--- src/rtl/instr_fifo.sv ---
// Circular-buffer instruction queue between fetch (put) and decode (get).
// Pointers carry one extra wrap bit so full and empty can be told apart.
module instr_fifo #(
  parameter int INSTR_WIDTH         = 12,
  parameter int QUEUE_DEPTH         = 8,
  parameter int QUEUE_POINTER_WIDTH = 3,
  parameter int AFULL_THRESH        = 6
) (
  input  logic                           clk,
  input  logic                           rst_n,
  input  logic                           flush,
  input  logic                           put,
  input  logic [INSTR_WIDTH-1:0]         d_in,
  input  logic                           get,
  output logic [INSTR_WIDTH-1:0]         d_out,
  output logic                           d_valid,
  output logic                           empty,
  output logic                           full,
  output logic                           almost_full,
  output logic [QUEUE_POINTER_WIDTH:0]   count,
  output logic                           overflow,
  output logic                           underflow
);

  localparam int PW = QUEUE_POINTER_WIDTH;

  logic [INSTR_WIDTH-1:0] mem_q [QUEUE_DEPTH];
  logic [PW:0]            wr_ptr_q, wr_ptr_d;
  logic [PW:0]            rd_ptr_q, rd_ptr_d;
  logic [INSTR_WIDTH-1:0] d_out_q, d_out_d;
  logic                   d_valid_q, d_valid_d;
  logic                   overflow_q, overflow_d;
  logic                   underflow_q, underflow_d;
  logic                   put_ok, get_ok;

  // Status is decoded from the registered pointers only.
  assign count       = wr_ptr_q - rd_ptr_q;
  assign empty       = (count == '0);
  assign full        = (count == (PW+1)'(QUEUE_DEPTH));
  assign almost_full = (count >= (PW+1)'(AFULL_THRESH));

  assign put_ok = put & ~full;
  assign get_ok = get & ~empty;

  always_comb begin
    wr_ptr_d    = wr_ptr_q;
    rd_ptr_d    = rd_ptr_q;
    d_out_d     = d_out_q;
    d_valid_d   = 1'b0;
    overflow_d  = overflow_q;
    underflow_d = underflow_q;
    if (flush) begin
      wr_ptr_d    = '0;
      rd_ptr_d    = '0;
      d_out_d     = '0;
      overflow_d  = 1'b0;
      underflow_d = 1'b0;
    end else begin
      if (put_ok) wr_ptr_d = wr_ptr_q + (PW+1)'(1);
      if (put && full) overflow_d = 1'b1;
      if (get_ok) begin
        d_out_d   = mem_q[rd_ptr_q[PW-1:0]];
        rd_ptr_d  = rd_ptr_q + (PW+1)'(1);
        d_valid_d = 1'b1;
      end
      if (get && empty) underflow_d = 1'b1;
    end
  end

  always_ff @(posedge clk or negedge rst_n) begin
    if (!rst_n) begin
      wr_ptr_q    <= '0;
      rd_ptr_q    <= '0;
      d_out_q     <= '0;
      d_valid_q   <= 1'b0;
      overflow_q  <= 1'b0;
      underflow_q <= 1'b0;
    end else begin
      wr_ptr_q    <= wr_ptr_d;
      rd_ptr_q    <= rd_ptr_d;
      d_out_q     <= d_out_d;
      d_valid_q   <= d_valid_d;
      overflow_q  <= overflow_d;
      underflow_q <= underflow_d;
    end
  end

  // Storage is deliberately left out of reset.
  always_ff @(posedge clk) begin
    if (put_ok && !flush) mem_q[wr_ptr_q[PW-1:0]] <= d_in;
  end

  assign d_out     = d_out_q;
  assign d_valid   = d_valid_q;
  assign overflow  = overflow_q;
  assign underflow = underflow_q;

endmodule

--- config.mk ---
export PLATFORM = sky130hd
export DESIGN_NAME = instr_fifo
export DESIGN_NICKNAME = d
export VERILOG_FILES = /design/src/rtl/instr_fifo.sv
export SDC_FILE = /design/constraint.sdc
export NUM_CORES = 1
export LEC_CHECK = 0
export ABC_AREA = 1
export CAP_MARGIN = 5
export CORE_AREA = 2 2 112 114
export CTS_CLUSTER_SIZE = 25
export DETAILED_ROUTE_END_ITERATION = 10
export DIE_AREA = 0 0 114 116
export PLACE_DENSITY = 0.72
export SETUP_SLACK_MARGIN = 0.15
export SYNTH_ARGS = -nofsm -noshare
export SYNTH_HDL_FRONTEND = slang
export SYNTH_SLANG_ARGS = --single-unit
--- constraint.sdc ---
create_clock -name clk -period 3.3 [get_ports clk]
set_clock_uncertainty 0.15 [all_clocks]
set_input_delay 0.33 -clock clk [delete_from_list [all_inputs] [get_ports clk]]
set_output_delay 0.33 -clock clk [all_outputs]
set_load 0.03 [all_outputs]
==> reports/results.txt <==
outcome: complete, no violations
Final Core Density: 55.5%
DRT Wirelength: 12,600 um
Antenna Violating Nets Remaining: 0
Syn Inst Count: 583
sw power: 2.20 mW
RSZ-0062 raised after global routing: false
DR vias/cell: 5.13
drt initial violations: 395
Post CTS Setup Buffer Count: 0
static leakage: 3.09 nW
Comb pwr share: 36.0%
Slew headroom: 27.6%
CTS H-tree lvls: 4
CP startpoint: wr_ptr_q[0]$_DFFE_PN0P_
endpoints failing hold: 0
initial antenna violation count: 0
switching part of the total: 39.3%
PortBufs: 38
Clk Latency, worst-skew pair: 0.42 ns
Clock Power Share: 31.2%
CTS sink cnt: 119
CTS Hold Bufs: 0
Synth-to-Final Area Change: 19.3%
drc violations: 0
pre-CTS WS: 0.467 ns
cts repair resizes: 0
FF-to-FF path depth: 11
GP Congestion: 0.899
final instance area: 6620 um^2
post-route insts no fill: 785
YS warnings: 0
CP bufs+invs: 5
Die Span Y: 116 um
CP peak stage delay: 0.48 ns
First-pass DRT Iterations: 7
Cell Rows: 40
CP required: 2.82 ns
Crit. End Element: primary output
mapped cell area: 5550 um^2
Slew Viols, Final: 0
CP max-delay cell: fa_1
dpl cell area: 6050 um^2
total track usage: 20.5%
largest fanout on the critical path: 7
post-synth top area share: 52.0%
largest area contributor in the netlist: edfxtp_1
Core Box Area: 11,900 um^2
routed len/inst: 16.1 um
die area: 13,200 um^2
CP Launch Type: register
Worst EP arrival: 2.53 ns
internal cell power: 3.39 mW
crit-path most repeated cell: inv_1
worst setup margin: 0.290 ns
setup_tns: 0 ns
f_max: 0.332 GHz
Clock Root Buffer: clkbuf_16
CTS tree: done
Crit Path Class: reg -> out
PD cells: 845 nW/um^2
nets@finish: 648
fin crit period: 3.01 ns
#FFs+latches synth: 119
worst-path cell chain: inv_1 -> ha_1 -> inv_1 -> fa_1 -> inv_1 -> nand2_1 -> nor2_8 -> inv_1 -> nor2_1 -> buf_4
via count: 4,026
clock-pin slew on the worst setup and hold paths: 0.06 ns
MaxCap Viol Count: 0
Setup-failing EPs final: 0
DP Wirelength: 8320 um
Chip Width: 114 um
Congestion Overflow GR: 0
largest net degree at the start of global routing: 53
Flop pwr share: 32.8%
syn nets: 606
CTS Buf Count: 17
post-synth cell types: 23
Hold Path Class: in -> async
Critical R2R Launch: wr_ptr_q[0]$_DFFE_PN0P_
worst slew pin tran: 1.08 ns
IO Count: 39
ANT cells: 0
fraction of layout cells with a size suffix above 1: 10.0%
final critical-path share of the clock period: 91.2%
Starting Density: 46.6%
placed cells: 753
synthesized area per cell: 9.51 um^2
number of cells on the critical path: 10
crit-path leading delay family: adder cells
Longest Clk Path Bufs: 2
synth top area cells: edfxtp_1 52%, nand2_1 13%, dfrtp_1 10%
vias in the first global route: 3,879
first-pass GRT wire length: 19,900 um
worst vdd ir: 0.434 mV
post-synthesis sequential area ratio: 62.4%
-- worst reg2reg max path: cells and delay by family (launching register included) --
kind          cells  cell delay, ns
simple gates      5            0.76
fa+ha+maj         2            0.70
buf+inv           4            0.51
flops             1            0.44
-- final cells by class --
class	count	area [um^2]
tap	147	184
clock buffer	17	425
multi-input combinational	321	1500
inverter	115	435
sequential	119	3460
fill	1029	5300
timing repair buffer	51	470
clock inverter	15	136
-- layout by cell type, fill, tap and decap left out, types with 2 or more instances in the layout --
cell type	Yosys	routed
nand3_2	2	2
nor2_1	12	12
ha_1	5	5
buf_4	2	17
nand2_4	2	2
dfrtp_1	23	22
inv_8	0	4
inv_1	112	111
edfxtp_1	96	96
clkbuf_16	0	17
xor2_1	4	4
nand2_2	4	4
clkinvlp_4	0	5
inv_2	3	3
a21oi_1	2	2
nand4_1	20	20
nand2_1	189	189
clkdlybuf4s50_1	0	33
inv_6	0	7
nand3_1	77	77
-- power groups by stage --
| stage | combinational [mW] | sequential [mW] | clock [mW] |
|---|---|---|---|
| finish | 2.01 | 1.83 | 1.74 |
| global route | 2.21 | 1.85 | 1.82 |
| global placement | 1.97 | 1.85 | 0 |
| floorplan | 1.34 | 1.94 | 0 |
| CTS | 2.00 | 1.83 | 1.75 |
| detailed placement | 1.99 | 1.86 | 0 |
-- per-layer routing --
layer	track usage (%)	share of wire, %
met4	8.78	2.6
met5	0	0
met1	26.0	43
met2	33.4	47
met3	5.44	7.4
-- cell families after synthesis --
logic type / Yosys count / share of synthesized area [%]
xor gates and xnor gates: 4 / 0.632
AOI/OAI and AO/OA: 2 / 0.181
DFF: 119 / 62.4
adders and majority gates: 6 / 1.49
buffers and inverters: 143 / 10.5
and+or+nand+nor: 309 / 24.8
-- worst paths after layout --
path,endpoint,slack (ns)
worst max-delay path,empty,0.29
worst min-delay path,rd_ptr_q[2]$_DFFE_PN0P_,0.35
worst max register to register,mem_q[2][5]$_DFFE_PP_,0.45
worst min register to register,d_out[10]$_DFFE_PN0P_,0.36
max in group asynchronous,wr_ptr_q[0]$_DFFE_PN0P_,1.93
min in group clk,d_out[10]$_DFFE_PN0P_,0.36
-- metrics by stage --
stage / power (mW) / hold WS (ns)
finish: 5.59 / 0.354
global placement: 3.82 / 0.345
floorplan: 3.28 / -0.116
CTS: 5.59 / 0.364
global route: 5.88 / 0.394
detailed placement: 3.85 / 0.346
-- Yosys cell counts, drive strengths merged --
library cell,instances
inv,115
or2,1
clkbuf,4
fa,1
nand4,20
edfxtp,96
nand2,195
nor2,13
nand3,80
buf,24
a21oi,2
ha,5
xor2,4
dfrtp,23
-- registers in the layout, summed over array words and instances, names as in the netlist --
name and count:
mem_q 96, d_out 12, rd_ptr_q 4, wr_ptr_q 4
d_valid 1, overflow 1, underflow 1
No activity file was read; power rests on OpenSTA's default activity.
